<file path="src/rtl/fb_pixel_unpacker.sv">
// fb_pixel_unpacker: splits 64-bit framebuffer FIFO words into a 32-bit pixel stream with sof/eol framing.
// Defining FB_UNPACK_UNDERFLOW_CNT_EN adds the saturating underflow_count port.
module fb_pixel_unpacker #(
  parameter int H_PIXELS = 800,
  parameter int V_LINES  = 480
) (
  input  logic        clk_clk,
  input  logic        reset_reset,
  output logic        fifo_read,
  input  logic [63:0] fifo_readdata,
  input  logic        fifo_waitrequest,
  input  logic        frame_restart,
  output logic [31:0] pix_data,
  output logic        pix_valid,
  input  logic        pix_ready,
  output logic        pix_sof,
  output logic        pix_eol
`ifdef FB_UNPACK_UNDERFLOW_CNT_EN
  ,
  output logic [15:0] underflow_count
`endif
);
  localparam int XW = $clog2(H_PIXELS);
  localparam int YW = V_LINES > 1 ? $clog2(V_LINES) : 1;
  localparam logic [XW-1:0] X_LAST = XW'(H_PIXELS - 1);
  localparam logic [YW-1:0] Y_LAST = YW'(V_LINES - 1);
  logic [63:0]   word;
  logic          valid;
  logic          half;
  logic [XW-1:0] x;
  logic [YW-1:0] y;
  logic          xfer;
  logic          capture;
  assign xfer      = valid & pix_ready;
  // Refill when empty, or on the edge that consumes the high half, so lines stream with no bubble.
  assign fifo_read = ~reset_reset & ~frame_restart & (~valid | (half & xfer));
  assign capture   = fifo_read & ~fifo_waitrequest;
  always_ff @(posedge clk_clk or posedge reset_reset) begin
    if (reset_reset) begin
      word  <= '0;
      valid <= 1'b0;
      half  <= 1'b0;
      x     <= '0;
      y     <= '0;
    end else if (frame_restart) begin
      valid <= 1'b0;
      half  <= 1'b0;
      x     <= '0;
      y     <= '0;
    end else begin
      if (capture) begin
        word  <= fifo_readdata;
        valid <= 1'b1;
        half  <= 1'b0;
      end else if (xfer) begin
        {valid, half} <= half ? 2'b00 : 2'b11;
      end
      if (xfer) begin
        x <= (x == X_LAST) ? '0 : x + 1'b1;
        if (x == X_LAST) y <= (y == Y_LAST) ? '0 : y + 1'b1;
      end
    end
  end
  assign pix_valid = valid;
  assign pix_data  = half ? word[63:32] : word[31:0];
  assign pix_sof   = valid & (x == '0) & (y == '0);
  assign pix_eol   = valid & (x == X_LAST);
`ifdef FB_UNPACK_UNDERFLOW_CNT_EN
  always_ff @(posedge clk_clk or posedge reset_reset) begin
    if (reset_reset) underflow_count <= '0;
    else if (pix_ready & ~valid & ~&underflow_count) underflow_count <= underflow_count + 16'd1;
  end
`endif
endmodule

</file>
<file path="config.mk">
export PLATFORM = sky130hd
export DESIGN_NAME = fb_pixel_unpacker
export DESIGN_NICKNAME = d
export VERILOG_FILES = /design/src/rtl/fb_pixel_unpacker.sv
export SDC_FILE = /design/constraint.sdc
export NUM_CORES = 1
export LEC_CHECK = 0
export ABC_AREA = 1
export BUFFER_PORTS_ARGS = -buffer_cell sky130_fd_sc_hd__buf_2
export CAP_MARGIN = 15
export CORE_ASPECT_RATIO = 1.75
export CORE_MARGIN = 2
export CORE_UTILIZATION = 53
export DETAILED_ROUTE_END_ITERATION = 16
export GPL_ROUTABILITY_DRIVEN = 0
export PLACE_DENSITY = 0.82
export SETUP_SLACK_MARGIN = 0.02
export SYNTH_ARGS = -nofsm -noshare
export SYNTH_HDL_FRONTEND = slang
export SYNTH_SLANG_ARGS = --single-unit
export TNS_END_PERCENT = 1
</file>
<file path="constraint.sdc">
create_clock -name clk_clk -period 6.2 [get_ports clk_clk]
set_input_delay 1.55 -clock clk_clk [delete_from_list [all_inputs] [get_ports clk_clk]]
set_output_delay 1.55 -clock clk_clk [all_outputs]
set_load 0.005 [all_outputs]
</file>
==> run summary <==
CTS H-tree lvls: 3
Final Critical Period: 3.844 ns
Seq/Total Area, Yosys: 50.16%
DP Wirelength: 6493 µm
Pwr dens: 301.8 nW/µm²
Rel. slew slack: 56.95%
Netlist area before placement: 4240 µm²
Cells along the critical path: buf_2 -> nand2_1 -> o21ai_1 -> and2_1 -> buf_2
CP max stage delay: 0.27 ns
Routed WL: 9202 µm
Setup TNS: 0 ns
Vias in the first global route: 3574
Storage element area: 2127 µm²
Met3 routed WL: 529 µm
Max Freq: 260.1 MHz
Final Cell Area: 5091 µm²
Top post-synthesis cells by area: dfrtp_1 50%, nand2_1 15%, inv_1 7.9%
Fin. Hold Viols: 0
Crit end category: output pin
Met1 WL: 3822 µm
Initial core utilization: 53.98%
# IOs: 105
Post-route setup slack: 2.356 ns
Placed cell count: 727
Number of nets in the layout: 722
RSZ-0062 raised after global routing: no
Highest metal used: met4
Per-cell routed wire length: 12.40 µm
Layout cell share with drive strength beyond 1: 21.93%
Initial antenna violation count: 0
Vias: 3755
Dpl ws: 2.338 ns
CP Class: input pin to output pin
Total setup buffers inserted after CTS: 0
Post-Syn Instances: 552
Post-synthesis cell type count: 30
WHS: 0.4831 ns
Row count: 43
Largest net degree at the start of global routing: 86
Worst Setup SP: pix_ready
Clk_lat worst skew: 0.33 ns
Syn_nets: 625
Clock root cell: clkbuf_16
Met2 WL post-DR: 4664 µm
Total core area: 7855 µm²
Multi-input gate area: 1657 µm²
Max VDD drop: 196.9 µV
Drt drc: 0
Final Cycle Share: 62.00%
Synthesis-stage register bit count: 85
Overall Global Routing Usage: 22.57%
Layout Skew: 0.008175 ns
Max_cap viols: 0
First-pass GRT wire length: 15740 µm
Post-DP Area: 4782 µm²
Most frequent cell after synthesis: nand2_1
Num Clock Sinks: 85
Iteration-0 DRC Markers: 181
Hold buffer count at CTS: 0
R2R Path Start: pix_valid
Top_reg_cell synth: dfrtp_1
N_diodes: 0
First-pass DRT Iterations: 4
Total congestion overflow: 0
Chip height: 122.3 µm
Most used cell, CP: buf_2
CP max-delay cell: o21ai_1
CP max FO: 7
Vias per inst: 5.061
Min-delay src: word[39]
Die area: 8760 µm²
CTS tree: yes
Critical path launch point type: input pin
Arrival @ worst endpoint: 2.29 ns
Slew Viols, Final: 0
Clk slew on worst S/H paths: 0.05 ns
Final core occ: 64.81%
Synth Area per Inst: 7.682 µm²
Number of flops mapped to enable cells by yosys: 0
Fin cells: 742
Worst Tran Pin Value: 0.6458 ns
Synth warn: 0
Worst path required time: 4.65 ns
Endpoints failing setup: 0
Pleak: 2.835 nW
Synth-to-Final Area Change: 20.06%
Num CTS Buffers: 9
Die X: 71.62 µm
Type of the tightest min-delay check: register to register
# port buffers: 104
Synth top cells by count: 173 x nand2_1, 89 x inv_1, 85 x dfrtp_1
Final ANT Viol Nets: 0
Final Power: 1.537 mW
Post-cts resize count: 0
Asr flop ratio synth: 100.0%
Area leader, netlist: dfrtp_1
Layout fillers: 680
Clock buffer depth: 2
Post-synth top area share: 50.16%
Status: finished clean
==> flip-flops by register name (all words and copies together), names as in the netlist <==
| name | cells |
|---|---|
| x | 10 |
| half | 1 |
| y | 9 |
| word | 64 |
| pix_valid | 1 |
==> layout make-up <==
class / instances / area share, %
Timing Repair Buffer: 108 / 11.21
Clock inverter: 2 / 0.6881
Tap cell: 90 / 2.212
Clock buffer: 12 / 4.841
Multi-Input combinational cell: 354 / 32.54
Inverter: 91 / 6.734
Sequential cell: 85 / 41.78
==> where the power goes <==
part / switching, mW / internal (mW)
combinational: 0.174 / 0.136
sequential: 0.0562 / 0.655
clock: 0.197 / 0.318
==> worst paths after layout <==
| path | to | slack [ns] | depth (start not counted) |
|---|---|---|---|
| worst min-delay path | word[39] | 0.48 | 2 |
| max in group asynchronous | word[12] | 4.40 | 4 |
| worst max-delay path | fifo_read | 2.36 | 5 |
| worst min register to register | word[39] | 0.48 | 2 |
| min in group asynchronous | y[6] | 1.21 | 3 |
| worst max register to register | word[4] | 3.88 | 6 |
==> worst max-delay path: cells and delay by family <==
kind                   cells  cell delay, ns
AO/OA/AOI/OAI              1            0.27
AND/OR/NAND/NOR            2            0.30
buffers and inverters      2            0.17
==> logic make-up after synthesis <==
group                    share of synthesized area (%)
flip-flops                                       50.16
adder cells (fa/ha/maj)                          1.180
AND/OR/NAND/NOR                                  23.37
buffers and inverters                            11.07
AO/OA/AOI/OAI                                    13.60
XOR/XNOR                                        0.6198
==> cell usage in the layout (no fill, tap or decap), types with 4 or more instances in the layout <==
cell	netlist	final
nand2_1	173	173
buf_2	9	104
inv_1	89	88
dfrtp_1	85	85
o21ai_1	38	38
nor2_1	36	36
o21ai_0	35	35
nand3_1	18	17
a21oi_1	11	11
clkbuf_16	0	9
a21oi_2	8	8
o21ai_2	5	5
nand4_1	4	4
ha_1	4	4
==> routing by layer <==
metal	track usage [%]	up-vias
met5	0	-
met4	9.316	0
met3	5.172	16
met2	38.48	121
met1	27.24	1716
li1	-	1902
Note: power is estimated with default switching activity, not from simulation.
